$ cat src/rtl/mips_pkg.sv
// Shared definitions for the multicycle MIPS control path: ALU operation codes,
// opcode/funct values, aluOp encodings, controller states and the decode helper.
// Optional ADDI support is enabled by defining ADDI_SUPPORT_EN.
package mips_pkg;

    localparam logic [5:0] OPC_RTYPE = 6'b000000;
    localparam logic [5:0] OPC_J     = 6'b000010;
    localparam logic [5:0] OPC_BEQ   = 6'b000100;
    localparam logic [5:0] OPC_ADDI  = 6'b001000;
    localparam logic [5:0] OPC_LW    = 6'b100011;
    localparam logic [5:0] OPC_SW    = 6'b101011;

    localparam logic [5:0] FN_ADD = 6'b100000;
    localparam logic [5:0] FN_SUB = 6'b100010;
    localparam logic [5:0] FN_AND = 6'b100100;
    localparam logic [5:0] FN_OR  = 6'b100101;
    localparam logic [5:0] FN_NOR = 6'b100111;
    localparam logic [5:0] FN_SLT = 6'b101010;

    typedef enum logic [3:0] {
        OP_AND = 4'b0000,
        OP_OR  = 4'b0001,
        OP_ADD = 4'b0010,
        OP_SUB = 4'b0110,
        OP_SLT = 4'b0111,
        OP_NOR = 4'b1100
    } operation_t;

    typedef enum logic [1:0] {
        ALUOP_ADD   = 2'b00,
        ALUOP_SUB   = 2'b01,
        ALUOP_FUNCT = 2'b10
    } alu_op_t;

    typedef enum logic [3:0] {
        S_FETCH    = 4'd0,
        S_DECODE   = 4'd1,
        S_MEMADR   = 4'd2,
        S_MEMREAD  = 4'd3,
        S_MEMWB    = 4'd4,
        S_MEMWRITE = 4'd5,
        S_EXECUTE  = 4'd6,
        S_ALUWB    = 4'd7,
        S_BRANCH   = 4'd8,
        S_ADDIEXEC = 4'd9,
        S_ADDIWB   = 4'd10,
        S_JUMP     = 4'd11
    } state_t;

    // Datapath strobes and mux selects; everything except the ALU operation.
    typedef struct packed {
        logic       src_a;
        logic [1:0] src_b;
        logic [1:0] pc_src;
        logic       pc_write;
        logic       branch;
        logic       iord;
        logic       mem_read;
        logic       mem_write;
        logic       ir_write;
        logic       reg_dst;
        logic       mem_to_reg;
        logic       reg_write;
    } ctrl_t;

    // State that follows DECODE for a given opcode; S_FETCH marks an unsupported opcode.
    function automatic state_t decode_target(input logic [5:0] opcode);
        state_t target;
        case (opcode)
            OPC_LW, OPC_SW: target = S_MEMADR;
            OPC_RTYPE:      target = S_EXECUTE;
            OPC_BEQ:        target = S_BRANCH;
            OPC_J:          target = S_JUMP;
`ifdef ADDI_SUPPORT_EN
            OPC_ADDI:       target = S_ADDIEXEC;
`endif
            default:        target = S_FETCH;
        endcase
        return target;
    endfunction

endpackage

$ cat src/rtl/multicycle_ctrl_alu_control.sv
// ALU control decoder: maps aluOp plus R-type funct to the ALU operation code and
// flags funct values the core does not implement (those fall back to add).
module alu_control
    import mips_pkg::*;
#(
    parameter int FUNCT_W   = 6,
    parameter int ALUCTRL_W = 4
) (
    input  logic [1:0]           i_alu_op,
    input  logic [FUNCT_W-1:0]   i_funct,
    output logic [ALUCTRL_W-1:0] o_alu_ctrl,
    output logic                 o_illegal_funct
);

    operation_t w_op;
    logic       w_illegal;

    // NOTE: every variable written here gets a default first, so no path can infer a latch.
    always_comb begin
        w_op      = OP_ADD;
        w_illegal = 1'b0;
        case (i_alu_op)
            ALUOP_ADD: w_op = OP_ADD;
            ALUOP_SUB: w_op = OP_SUB;
            ALUOP_FUNCT: begin
                case (i_funct)
                    FN_ADD:  w_op = OP_ADD;
                    FN_SUB:  w_op = OP_SUB;
                    FN_AND:  w_op = OP_AND;
                    FN_OR:   w_op = OP_OR;
                    FN_SLT:  w_op = OP_SLT;
                    FN_NOR:  w_op = OP_NOR;
                    default: w_illegal = 1'b1;
                endcase
            end
            default: w_op = OP_ADD;
        endcase
    end

    assign o_alu_ctrl      = ALUCTRL_W'(w_op);
    assign o_illegal_funct = w_illegal;

endmodule

$ cat src/rtl/multicycle_ctrl.sv
// Multicycle MIPS control FSM: sequences fetch/decode/execute from the IR fields and
// drives the ALU operation plus all datapath enables. ADDI_SUPPORT_EN adds addi states.
module multicycle_ctrl
    import mips_pkg::*;
#(
    parameter int OPCODE_W  = 6,
    parameter int FUNCT_W   = 6,
    parameter int ALUCTRL_W = 4
) (
    input  logic                 clk_in,
    input  logic                 rst_n_in,
    input  logic [OPCODE_W-1:0]  opcode_in,
    input  logic [FUNCT_W-1:0]   funct_in,
    input  logic                 zero_in,
    output logic [ALUCTRL_W-1:0] aluCtrl_out,
    output logic                 aluSrcA_out,
    output logic [1:0]           aluSrcB_out,
    output logic [1:0]           pcSrc_out,
    output logic                 pcWriteEn_out,
    output logic                 iorD_out,
    output logic                 memRead_out,
    output logic                 memWrite_out,
    output logic                 irWrite_out,
    output logic                 regDst_out,
    output logic                 memToReg_out,
    output logic                 regWrite_out,
    output logic                 illegal_out,
    output logic [3:0]           state_out
);

    state_t                r_state;
    state_t                w_next_state;
    state_t                w_decode_target;
    alu_op_t               w_alu_op;
    ctrl_t                 w_ctrl;
    ctrl_t                 w_ctrl_out;
    logic [ALUCTRL_W-1:0]  w_alu_ctrl;
    logic                  w_illegal_funct;
    logic                  w_illegal;

    assign w_decode_target = decode_target(opcode_in);

    // NOTE: sequential state uses non-blocking assignment so every flop samples pre-edge values.
    always_ff @(posedge clk_in) begin
        if (!rst_n_in) begin
            r_state <= S_FETCH;
        end else begin
            r_state <= w_next_state;
        end
    end

    always_comb begin
        w_next_state = S_FETCH;
        case (r_state)
            S_FETCH:    w_next_state = S_DECODE;
            S_DECODE:   w_next_state = w_decode_target;
            S_MEMADR:   w_next_state = (opcode_in == OPC_LW) ? S_MEMREAD : S_MEMWRITE;
            S_MEMREAD:  w_next_state = S_MEMWB;
            S_EXECUTE:  w_next_state = w_illegal_funct ? S_FETCH : S_ALUWB;
`ifdef ADDI_SUPPORT_EN
            S_ADDIEXEC: w_next_state = S_ADDIWB;
`endif
            default:    w_next_state = S_FETCH;
        endcase
    end

    // Kept apart from the strobe decode so the funct check never loops back into it.
    always_comb begin
        w_alu_op = ALUOP_ADD;
        case (r_state)
            S_EXECUTE: w_alu_op = ALUOP_FUNCT;
            S_BRANCH:  w_alu_op = ALUOP_SUB;
            default:   w_alu_op = ALUOP_ADD;
        endcase
    end

    always_comb begin
        w_ctrl = '0;
        case (r_state)
            S_FETCH: begin
                w_ctrl.mem_read = 1'b1;
                w_ctrl.ir_write = 1'b1;
                w_ctrl.pc_write = 1'b1;
                w_ctrl.src_b    = 2'b01;
            end
            S_DECODE:   w_ctrl.src_b = 2'b11;
            S_MEMADR: begin
                w_ctrl.src_a = 1'b1;
                w_ctrl.src_b = 2'b10;
            end
            S_MEMREAD: begin
                w_ctrl.iord     = 1'b1;
                w_ctrl.mem_read = 1'b1;
            end
            S_MEMWB: begin
                w_ctrl.mem_to_reg = 1'b1;
                w_ctrl.reg_write  = 1'b1;
            end
            S_MEMWRITE: begin
                w_ctrl.iord      = 1'b1;
                w_ctrl.mem_write = 1'b1;
            end
            S_EXECUTE:  w_ctrl.src_a = 1'b1;
            S_ALUWB: begin
                w_ctrl.reg_dst   = 1'b1;
                w_ctrl.reg_write = 1'b1;
            end
            S_BRANCH: begin
                w_ctrl.src_a  = 1'b1;
                w_ctrl.pc_src = 2'b01;
                w_ctrl.branch = 1'b1;
            end
`ifdef ADDI_SUPPORT_EN
            S_ADDIEXEC: begin
                w_ctrl.src_a = 1'b1;
                w_ctrl.src_b = 2'b10;
            end
            S_ADDIWB:   w_ctrl.reg_write = 1'b1;
`endif
            S_JUMP: begin
                w_ctrl.pc_src   = 2'b10;
                w_ctrl.pc_write = 1'b1;
            end
            default:    w_ctrl = '0;
        endcase
    end

    alu_control #(
        .FUNCT_W   (FUNCT_W),
        .ALUCTRL_W (ALUCTRL_W)
    ) u_alu_control (
        .i_alu_op        (w_alu_op),
        .i_funct         (funct_in),
        .o_alu_ctrl      (w_alu_ctrl),
        .o_illegal_funct (w_illegal_funct)
    );

    assign w_illegal = ((r_state == S_DECODE)  && (w_decode_target == S_FETCH)) ||
                       ((r_state == S_EXECUTE) && w_illegal_funct);

    // Reset is sampled synchronously, but outputs are masked combinationally so an
    // aborted instruction never issues a write in the cycle reset is asserted.
    assign w_ctrl_out    = rst_n_in ? w_ctrl : '0;
    assign aluCtrl_out   = rst_n_in ? w_alu_ctrl : '0;
    assign state_out     = rst_n_in ? r_state : 4'd0;
    assign illegal_out   = rst_n_in & w_illegal;
    assign pcWriteEn_out = w_ctrl_out.pc_write | (w_ctrl_out.branch & zero_in);

    assign aluSrcA_out   = w_ctrl_out.src_a;
    assign aluSrcB_out   = w_ctrl_out.src_b;
    assign pcSrc_out     = w_ctrl_out.pc_src;
    assign iorD_out      = w_ctrl_out.iord;
    assign memRead_out   = w_ctrl_out.mem_read;
    assign memWrite_out  = w_ctrl_out.mem_write;
    assign irWrite_out   = w_ctrl_out.ir_write;
    assign regDst_out    = w_ctrl_out.reg_dst;
    assign memToReg_out  = w_ctrl_out.mem_to_reg;
    assign regWrite_out  = w_ctrl_out.reg_write;

endmodule

$ cat config.mk
export PLATFORM = sky130hd
export DESIGN_NAME = multicycle_ctrl
export DESIGN_NICKNAME = d
export VERILOG_FILES = /design/src/rtl/mips_pkg.sv /design/src/rtl/multicycle_ctrl_alu_control.sv /design/src/rtl/multicycle_ctrl.sv
export SDC_FILE = /design/constraint.sdc
export NUM_CORES = 1
export LEC_CHECK = 0
export CAP_MARGIN = 20
export CELL_PAD_IN_SITES_DETAIL_PLACEMENT = 0
export CELL_PAD_IN_SITES_GLOBAL_PLACEMENT = 1
export CORE_AREA = 2 2 44 42
export CTS_BUF_LIST = sky130_fd_sc_hd__clkbuf_8
export CTS_CLUSTER_DIAMETER = 60
export DETAILED_ROUTE_END_ITERATION = 12
export DIE_AREA = 0 0 46 44
export DONT_BUFFER_PORTS = 1
export GPL_TIMING_DRIVEN = 0
export PLACE_DENSITY_LB_ADDON = 0.12
export SYNTH_ARGS = -nofsm -noshare
export SYNTH_HDL_FRONTEND = slang
export SYNTH_SLANG_ARGS = --single-unit
$ cat constraint.sdc
create_clock -name clk_in -period 5.2 [get_ports clk_in]
set_clock_uncertainty 0.1 [all_clocks]
set_input_delay 1.04 -clock clk_in [delete_from_list [all_inputs] [get_ports clk_in]]
set_output_delay 1.04 -clock clk_in [all_outputs]
set_load 0.005 [all_outputs]
Word-level counts from Yosys, hierarchy flattened
Cells that the tools add are included.
{ "classes": {"addsub": 0, "mul": 0, "div": 0, "n_lt_le_gt_ge": 0, "eq_ne": 21, "shifts": 0, "mux": 24, "bitwise_logic": 3, "reduce_logical": 13} }
{ "op_table": {"columns": ["operator", "n"], "rows": [
  ["equality test 6 bit (second input constant)", 8],
  ["one-hot mux 4 bit (5 select lines)", 2],
  ["equality test 4 x 3 -> 1 bit (second input constant)", 4],
  ["one-hot mux 4 bit (4 select lines)", 1],
  ["2-to-1 mux 14 bit", 1],
  ["2-to-1 mux 1 bit", 12],
  ["OR reduction 2 bit", 5],
  ["equality test 4 x 2 -> 1 bit (second input constant)", 2],
  ["equality test 4 bit (second input constant)", 2],
  ["zero test 4 bit", 2],
  ["2-to-1 mux 4 bit", 2],
  ["one-hot mux 2 bit (2 select lines)", 2],
  ["one-hot mux 4 bit (2 select lines)", 1],
  ["equality test 6 x 2 -> 1 bit (second input constant)", 1],
  ["equality test 6 x 3 -> 1 bit (second input constant)", 1],
  ["zero test 6 bit", 1],
  ["2-to-1 mux 3 bit", 2],
  ["one-hot mux 2 bit (3 select lines)", 1],
  ["OR reduction 6 bit", 1],
  ["equality test 4 x 1 -> 1 bit (second input constant)", 1],
  ["OR reduction 3 bit", 1],
  ["AND 1 bit", 2],
  ["equality test 2 x 1 -> 1 bit (second input constant)", 1],
  ["equality test 2 bit (second input constant)", 1],
  ["3 further kinds", 4]
]} }
{ "totals": {"reg_bits": 4, "latchBits": 0, "mem_bits_rw": 0, "romBits": 0, "input_bits": 15, "out_inout_bits": 22, "word_cells": 62, "n_memories": 0} }

Logic depth before layout (Yosys ltp)
{ "depth": {"word_depth": 7, "mapped_depth": 7, "depth_no_buf": 6} }

Cells and area by module
A second synthesis with hierarchy kept.
{ "hier_totals": {"cells_unflattened": 94, "area_unflattened_um2": 685.7} }
{ "by_module_without_submodules": {"columns": ["mod", "n_inst", "cells_per_inst", "area_each_um2", "seq_area_each_um2"], "rows": [
  ["multicycle_ctrl", 1, 74, 536.8, 80.1],
  ["alu_control", 1, 20, 148.9, 0.0]
]} }

Worst setup path before layout
Ideal clock, no wire load.
{ "synth_path": {"kind": "input port to output port", "startpoint": "in funct_in[0]", "endpoint": "out illegal_out", "arrival_ps": 1776, "required_ps": 4060, "slack_ps": 2284, "path_stages": 3, "n_path_buf": 0, "path_cell_list": "or3b_2 o221ai_1 o32ai_1"} }
{ "synth_via": {"elab_chain_len": 7, "word_cells_on_any_way": 12, "classes_between": "eq/ne: 6; mux: 2; bitwise: 1; reduce/logical: 3"} }
{ "synth_lines": {"columns": ["item", "line", "rtl"], "rows": [
  ["from (decl)", "multicycle_ctrl.sv:13", "input logic [FUNCT_W-1:0] funct_in,"],
  ["equality test 6 bit", "multicycle_ctrl_alu_control.sv:26", "case (i_funct)"],
  ["OR reduction 6 bit (no source line) *", null, null],
  ["2-to-1 mux 1 bit *", "multicycle_ctrl_alu_control.sv:26", null],
  ["2-to-1 mux 1 bit *", "multicycle_ctrl_alu_control.sv:22", "case (i_alu_op)"],
  ["logical AND 1 bit *", "multicycle_ctrl.sv:139", "((r_state == S_EXECUTE) && w_illegal_funct);"],
  ["logical OR 1 bit *", "multicycle_ctrl.sv:138", "assign w_illegal = ((r_state == S_DECODE) && (w_decode_target == S_FETCH)) ||"],
  ["AND 1 bit *", "multicycle_ctrl.sv:146", "assign illegal_out = rst_n_in & w_illegal;"],
  ["to (decl)", "multicycle_ctrl.sv:27", "output logic illegal_out,"]
]} }
Mark *: on every way between the ends. The rest lies on a longest branch, timed or not.

Final worst setup path
{ "layout_path": {"startpoint": "reg r_state[3]", "endpoint": "out aluCtrl_out[3]"} }
{ "layout_via": {"elab_chain_len": 5, "word_cells_on_any_way": 7, "classes_between": "eq/ne: 4; mux: 3"} }
{ "layout_lines": {"columns": ["item", "line", "rtl"], "rows": [
  ["from (decl)", "multicycle_ctrl.sv:31", "state_t r_state;"],
  ["from (signal assigned)", "multicycle_ctrl.sv:48", "r_state <= w_next_state;"],
  ["equality test 4 bit / equality test 4 x 3 -> 1 bit (equally long branches)", "multicycle_ctrl.sv:70", "case (r_state)"],
  ["one-hot mux 2 bit (2 select lines) *", "multicycle_ctrl.sv:70", null],
  ["equality test 2 bit / equality test 2 x 1 -> 1 bit (equally long branches)", "multicycle_ctrl_alu_control.sv:22", null],
  ["one-hot mux 4 bit (2 select lines) *", "multicycle_ctrl_alu_control.sv:22", null],
  ["2-to-1 mux 4 bit *", "multicycle_ctrl.sv:144", "assign aluCtrl_out = rst_n_in ? w_alu_ctrl : '0;"],
  ["to (decl)", "multicycle_ctrl.sv:15", "output logic [ALUCTRL_W-1:0] aluCtrl_out,"]
]} }
Marked as above.

==> summary.txt <==
STA
  • Min cycle time layout: 3200 ps
  • Fin. Hold Viols: 0
  • Setup violators final: 0
  • Final WS setup: 2000 ps
  • Worst-margin pin slew: 376 ps
  • RSZ-0062 raised after global routing: no
  • Rel. slew slack: approximately three quarters
  • Final Slew Violations: 0
  • Fmax achieved: between 300 and 400 MHz
  • Setup TNS: 0 ps
  • Period utilization: between 60% and 70%

Power and ir drop
  • Design Power: around 0.12 mW
  • Pint: roughly 0.091 mW
  • Reg power frac: 27.0%
  • Clock Power Share: 54.1%
  • Sw power: about 0.028 mW
  • Leak: 0.260 nW
  • Sw Ratio: between 20% and 30%
  • VDD IR max: approximately 0.085 mV
  • Comb pwr share: 18.9%
  • Power per Cell Area: 165 nW/um^2

Clocking
  • Number of CTS-inserted buffers: 3
  • Root Buffer: clkbuf_8
  • Post_cts resized: 0
  • Post-CTS setup buffers: 0
  • CTS tree: done
  • Num Clock Sinks: 4
  • Reg clk slew, reported paths: about 30 ps
  • Max Buffers Root-to-Sink: 2
  • CTS Hold Bufs: 0
  • Max H-tree Level: 1
  • Clock insertion delay at the later pin of the skew report: 210 ps

Floorplanning
  • Starting Density: between 40% and 50%
  • Core region area: 1580 um^2
  • Row count: 14
  • Die W: 46 um
  • Die Y-Extent: around 44 um
  • I/O pins: 37
  • Die area: between 2000 and 2500 um^2

Final layout
  • Final nets: 115
  • Top Registers: r_state x4
  • Synth-to-layout area growth: 9.28%
  • Top reg by flops: r_state
  • Largest register FFs: 4
  • Diode count: 0
  • Share of cells above drive strength 1: 12.6%

Run
  • Max Cap Viol: 0

Critical path
  • CP max FO: 10
  • CP max stage delay: about 350 ps
  • Crit path DAT: between 2000 and 2500 ps
  • CP delay by family, top: simple AND/OR/NAND/NOR gates
  • Worst setup EP type: output port
  • Slowest cell on the critical path: nor4b_2
  • Crit path launch type: register
  • Critical path type: register to output port
  • Worst path cell trace: clkbuf_1, nor4b_2, inv_1, ha_1, and4b_1, and3_1
  • Worst Path Required: ~4100 ps
  • Worst path bufs/invs: 2

Synth
  • Largest area contributor in the netlist: dfxtp_1
  • Flop and latch count out of synthesis: 4
  • Top cell type's share of synthesized area: 12.1%
  • Synth Warn #: 0
  • Mapped Cells: 92
  • Xor/xnor share of the synthesized area: 2.65%
  • Synth Area in Simple Gates: 54.0%
  • Top cells by area, synth: dfxtp_1 (12%), and2_1 (6.6%), ha_1 (5.7%)
  • Mux contribution to synthesized area: around 1.7%
  • Adder-Cell Fraction of Synth Area: 5.68%
  • Synthesized area: 661 um^2
  • Async set-reset flop share out of synthesis: 0%
  • Post-synthesis average cell area: approximately 7.2 um^2
  • Compound-Gate Fraction of Synth Area: 17.8%
  • Largest family of logic cells by synthesized area: simple AND/OR/NAND/NOR gates
  • Synth cell types: 41
  • Sequential element share of the synthesized area: around an eighth
  • EDFF count, synth: 0
  • Top cells by count, synth: nor2_1 (9), and2_1 (7), nand2_1 (6)
  • Syn nets: 110
  • Ys flop type: dfxtp_1
  • Count leader, synth: nor2_1

Route
  • Drt first-iter violations: 25
  • Routed Wire Length: roughly 1.6 mm
  • DRC: 0
  • Vias per cell: a little over 6
  • Avg WL per Cell: around 15 um
  • Drt pass-1 iters: 4
  • Vias: around 680
  • DRT antenna net count: 0

Place
  • Global placement routability congestion: 0.742
  • I/O Buffers: 0
  • DP Wirelength: between 1 and 1.5 mm
  • Pre-CTS setup slack: about 2100 ps

Status
  • Status: finished, final reports clean

Global route
  • Total gr overflow: 0
  • Vias in the first global route: around 590
  • Pin count of the biggest net entering global routing: 11
  • Initial antenna violation count: 0
  • First-pass GRT wire length: 2.63 mm
  • GRT Util Overall: 18.0%

Min path
  • HP Class: register to register
-- worst min-delay path, cell delays in order, from the launching register on --
cell     delay, ps
dfxtp_1        330
or4b_1         120
o21ai_1         60
-- power by group through the flow --
stage / Combinational, mW / Clock [mW] / Sequential [mW]
final: 0.0225 / 0.0644 / 0.0321
after floorplan: 0.0189 / 0 / 0.0324
after detailed placement: 0.0223 / 0 / 0.0325
after global placement: 0.0223 / 0 / 0.0325
after CTS: 0.0224 / 0.0655 / 0.0321
after global routing: 0.0252 / 0.0676 / 0.0322
-- metal layers --
layer | global-route usage, % | vias up | part of all wire [%]
met5 | 0 | - | 0
met4 | 10.3 | 0 | 2.2
met3 | 3.75 | 4 | 9.6
met2 | 25.0 | 37 | 41
met1 | 25.3 | 297 | 47
li1 | - | 340 | -
-- stage by stage --
step                area, um^2  std cells  util (%)  hold WS (ps)
finish                     722        111      45.8           455
global route               722        111      45.8           508
CTS                        722        111      45.8           466
detailed placement         681        108      43.2           459
global placement           681        108      43.2           462
floorplan                  661         92         -           417
-- worst paths after layout --
path / start / endpoint / slack [ps] / depth (start not counted)
worst min register to register: r_state[3]$_SDFF_PN0_ / r_state[1]$_SDFF_PN0_ / 460 / 2
worst max register to register: r_state[1]$_SDFF_PN0_ / r_state[2]$_SDFF_PN0_ / 3330 / 7
worst min-delay path: r_state[3]$_SDFF_PN0_ / r_state[1]$_SDFF_PN0_ / 460 / 2
worst max-delay path: r_state[3]$_SDFF_PN0_ / aluCtrl_out[3] / 2000 / 6
-- cell type report --
| type | count | area, um^2 |
|---|---|---|
| Buffer | 6 | 25.0 |
| Clock buffer | 3 | 41.3 |
| Fill cell | 171 | 855 |
| Inverter | 4 | 15.0 |
| Multi-Input combinational cell | 78 | 541 |
| Sequential cell | 4 | 80.1 |
| Tap cell | 16 | 20.0 |
-- cells by family (layout without fill, tap and decap cells) --
| group | count (synthesis) | count (layout) |
|---|---|---|
| buffers and inverters | 10 | 13 |
| flip-flops | 4 | 4 |
| AND/OR/NAND/NOR | 56 | 56 |
| adder cells (fa/ha/maj) | 3 | 3 |
| AO/OA/AOI/OAI | 16 | 16 |
| XOR/XNOR | 2 | 2 |
| multiplexers | 1 | 1 |
-- cell usage in the layout, fill, tap and decap left out, types with 3 or more instances in the layout --
cell,instances
nor2_1,9
nand2b_1,4
nand3b_1,3
ha_1,3
nand2_1,6
dfxtp_1,4
nor2b_1,3
and2_1,7
nor3_1,5
nor3b_1,4
clkbuf_1,4
inv_1,4
clkbuf_8,3
Power figures use the tool's default switching activity.
